`src/rtl/rom_sync.sv`:
```
// rom_sync: read-only lookup table of 2^ADDR_BITS words x DATA_BITS bits,
// with NUM_PORTS independent read ports and registered output. The read
// latency is one cycle.
//
// Contents are fixed when the design is built: word[a] = 1 << (a mod DATA_BITS),
// truncated to DATA_BITS. For the default 8x8 configuration the table holds
// 0x01, 0x02, 0x04, ... 0x80 for addresses 0..7.
//
// Ports:
//   in_clk     clock; all state changes on the rising edge
//   in_rst     synchronous reset, active low
//   in_addr    packed read addresses; port p uses [p*ADDR_BITS +: ADDR_BITS]
//   in_rd_en   per-port read enable
//   out_data   packed read data; port p uses [p*DATA_BITS +: DATA_BITS].
//              It keeps its last value while the port is idle.
//   out_valid  per-port flag: out_data holds the result of a read that was
//              enabled on the previous edge
module rom_sync #(
  parameter int unsigned ADDR_BITS = 3,
  parameter int unsigned DATA_BITS = 8,
  parameter int unsigned NUM_PORTS = 1
) (
  input  logic                           in_clk,
  input  logic                           in_rst,
  input  logic [NUM_PORTS*ADDR_BITS-1:0] in_addr,
  input  logic [NUM_PORTS-1:0]           in_rd_en,
  output logic [NUM_PORTS*DATA_BITS-1:0] out_data,
  output logic [NUM_PORTS-1:0]           out_valid
);

  localparam int unsigned DEPTH = 2 ** ADDR_BITS;

  typedef logic [DATA_BITS-1:0] word_t;
  typedef logic [ADDR_BITS-1:0] addr_t;

  // Constant contents generator, evaluated at elaboration.
  function automatic word_t rom_word(input int unsigned a);
    return word_t'(1) << (a % DATA_BITS);
  endfunction

  // Constant table shared by all ports. Every address value selects an
  // entry, so there is no out-of-range case.
  word_t rom_table [DEPTH];

  for (genvar i = 0; i < DEPTH; i++) begin : g_table
    assign rom_table[i] = rom_word(i);
  end

  for (genvar p = 0; p < NUM_PORTS; p++) begin : g_port
    addr_t addr;
    word_t data_q;
    logic  valid_q;

    assign addr = in_addr[p*ADDR_BITS +: ADDR_BITS];

    // Reset takes priority over a read in the same cycle. The table is
    // only indexed when the port is enabled, so an unknown address on an
    // idle port cannot reach the output register.
    always_ff @(posedge in_clk) begin
      if (!in_rst) begin
        data_q  <= '0;
        valid_q <= 1'b0;
      end else begin
        valid_q <= in_rd_en[p];
        if (in_rd_en[p]) begin
          data_q <= rom_table[addr];
        end
      end
    end

    assign out_data[p*DATA_BITS +: DATA_BITS] = data_q;
    assign out_valid[p]                       = valid_q;
  end

endmodule

```
`config.mk`:
```
export PLATFORM = sky130hd
export DESIGN_NAME = rom_sync
export DESIGN_NICKNAME = d
export VERILOG_FILES = /design/src/rtl/rom_sync.sv
export SDC_FILE = /design/constraint.sdc
export NUM_CORES = 1
export LEC_CHECK = 0
export ABC_AREA = 1
export CAP_MARGIN = 5
export CORE_AREA = 4 4 41 43
export CTS_BUF_LIST = sky130_fd_sc_hd__clkbuf_16
export DETAILED_ROUTE_END_ITERATION = 6
export DIE_AREA = 0 0 45 47
export SLEW_MARGIN = 20
export SYNTH_ARGS = -nofsm -noshare
export SYNTH_HDL_FRONTEND = slang
export SYNTH_SLANG_ARGS = --single-unit
```
`constraint.sdc`:
```
create_clock -name in_clk -period 1.61 [get_ports in_clk]
set_input_delay 0.483 -clock in_clk [delete_from_list [all_inputs] [get_ports in_clk]]
set_output_delay 0.483 -clock in_clk [all_outputs]
set_load 0.01 [all_outputs]
```
==> summary.txt <==
Status
  • Status: finished clean

Detailed routing
  • Detail Route Antenna Nets: 0
  • Avg Vias per Cell: about 4.2
  • DR WL/cell: around 9.6 um
  • DRT Wirelength: 765 um
  • Router iterations before antenna repair: 4
  • Drc violations: 0
  • Via count: 335
  • First DRT Iteration DRCs: 10

Power
  • LEAKAGE: 0.316 nW
  • Final Power: 0.000709 W
  • Pwr dens: 1200 mW/mm2
  • Peak VDD IR: 883 uV

Floorplanning
  • Die X: 45 um
  • FP Rows: 13
  • IO Count: 15
  • Die area: 0.00212 mm2
  • Initial Utilization: 26.4%
  • Die height: 47 um
  • Core area: approximately 0.0013 mm2

Global route
  • Grt total ovfl: 0
  • Global-route wire length before repair: 1280 um
  • Largest net degree at the start of global routing: 10
  • Vias in the first global route: 311
  • Initial antenna violation count: 0
  • Tot GR Track Use: 8.80%

Synth
  • Commonest cells post-synth: nand2_1, dfxtp_1, a21oi_1
  • Largest family of logic cells by synthesized area: simple AND/OR/NAND/NOR gates
  • Post-synth EDFFs: 0
  • Synth warnings: 0
  • Sequential element share of the synthesized area: 52.4%
  • Most frequent cell after synthesis: nand2_1
  • Xor/xnor share of the synthesized area: 0%
  • Synth unique cells: 8
  • Top cell type's share of synthesized area: 52.4%
  • Synth async-reset ratio: 0%
  • Top post-synthesis cells by area: dfxtp_1, nand2_1, a21oi_1
  • Syn_area_per_cell: 7.32 um2
  • Synth Area in Simple Gates: between 20% and 30%
  • Ys flop type: dfxtp_1
  • Seq cells post-synth: 9
  • Post-synthesis compound-gate area fraction: 12.7%
  • Synthesized area: 344 um2
  • Mux cell area share after synthesis: 0%
  • Cell taking the most area after synthesis: dfxtp_1
  • Adder-cell share of the synthesized area: 0%
  • Synth Instances: 47
  • Synthesized Nets: 53

Hold path
  • Worst hold start: out_data[0]
  • Hold Path Class: register to register
  • Hold path cells: 2
  • Hold Crit Endpoint: out_data[0]

Critical path
  • Reg-to-Reg Start: out_data[1]
  • R2R depth: 2
  • Crit. End Element: output port
  • Cells along the critical path: clkdlybuf4s50_1
  • R2R setup slack: 1.02 ns
  • Crit path buf inv count: 1
  • CP max stage delay: 0.53 ns
  • Reg-to-reg critical path endpoint: out_data[1]
  • Crit path max-delay family: buffers and inverters
  • Worst Path Max Fanout: 2
  • Stages on the worst setup path: 1
  • CP max stage cell: clkdlybuf4s50_1
  • WP data arrival: 1.08 ns
  • Setup crit start kind: register
  • Crit path kind: register to output port
  • Critical Path RT: 1.13 ns

STA
  • Final hold violation count: 0
  • Setup violators final: 0
  • Fin Setup TNS: 0 ns
  • Relative max-transition margin: between 80% and 90%
  • Period utilisation layout: 97.2%
  • Max-slew violation count: 0
  • WHS: 0.462 ns
  • Fmax: 639 MHz
  • Unrepaired setup endpoints after global routing: false
  • Min cycle time layout: 1.56 ns
  • Worst slew pin tran: 0.259 ns
  • Clock skew: 0 ns
  • Final WS setup: 0.0452 ns

CTS
  • Clk_lat worst skew: 0.23 ns
  • CTS H-tree lvls: 1
  • CTS tree: built
  • Root Buffer: clkbuf_16
  • Clock Path Buffers: 2
  • Total CTS buffers: 3
  • CTS Sinks: 9
  • Postcts setup bufs: 0
  • Clk slew on worst S/H paths: approximately 0.04 ns
  • CTS Hold Bufs: 0

Run
  • MaxCap Viol Count: 0

Final layout
  • Fill count: 133
  • Share of cells above drive strength 1: 9.23%
  • Final #Nets: 72
  • Area growth, synth to finish: 72.0%
  • N_diodes: 0
  • Final core utilization: a little under half

Placement
  • Buffers on Ports: 14
  • Final GP Congestion: 0.734
  • Pre-CTS WS: 0.107 ns
  • Post-detail-place hpwl: roughly 550 um
-- metrics by stage --
stage,instance area [um2],std cells
floorplan,344,47
detailed placement,503,76
CTS,582,80
global placement,503,76
finish,592,80
global route,592,80
-- routing by layer --
layer	part of all wire, %	wire length [um]	GRT usage (%)	vias to the layer above
met5	0	0	0	-
met4	0	0	0	0
met3	9.4	72	7.28	0
met2	42	323	11.9	12
met1	48	368	11.5	143
li1	-	-	-	180
-- where the power goes --
part           internal, W  switching (W)  total [W]
logic            0.0000273      0.0000273  0.0000545
clock network     0.000323      0.0000983   0.000422
registers         0.000230     0.00000259   0.000233
total             0.000581       0.000128   0.000709
-- cells by family after synthesis --
group,after synthesis
flip-flops,9
AND/OR/NAND/NOR,23
AO/OA/AOI/OAI,8
buffers and inverters,7
-- cell usage in the layout, fill, tap and decap left out --
cell type | netlist | final
a21oi_1 | 7 | 7
a21oi_2 | 1 | 1
clkbuf_16 | 0 | 3
clkdlybuf4s50_1 | 0 | 10
dfxtp_1 | 9 | 9
dlymetal6s2s_1 | 0 | 4
inv_1 | 6 | 7
inv_2 | 1 | 1
nand2_1 | 19 | 19
nor2_1 | 3 | 3
nor2_4 | 1 | 1
-- timing repair --
action                                  in CTS  in global routing
gates resized for setup                      0                  4
endpoints found under the hold margin        0                  0
endpoints found under the setup margin       0                  4
-- sequential cells by signal (all words and copies together), names as in the netlist --
name,cells
out_valid,1
out_data,8
-- worst max-delay path by stage --
stage                     slack (ns)        start           to
final                           0.05  out_data[2]  out_data[2]
after global routing           0.001  out_data[2]  out_data[2]
after detailed placement        0.11     in_rd_en  out_data[0]
after floorplan                 0.74     in_rd_en  out_data[1]
after global placement          0.11     in_rd_en  out_data[1]
after CTS                      0.008  out_data[6]  out_data[6]
-- layout make-up --
class	count	area, um2	share of cell area (%)
Clock buffer	3	75.1	12.7
Clock inverter	1	3.75	0.634
Inverter	7	26.3	4.44
Multi-Input combinational cell	31	138	23.3
Sequential cell	9	180	30.4
Tap cell	15	18.8	3.17
Timing Repair Buffer	14	150	25.4
(Power assumes the default switching activity.)
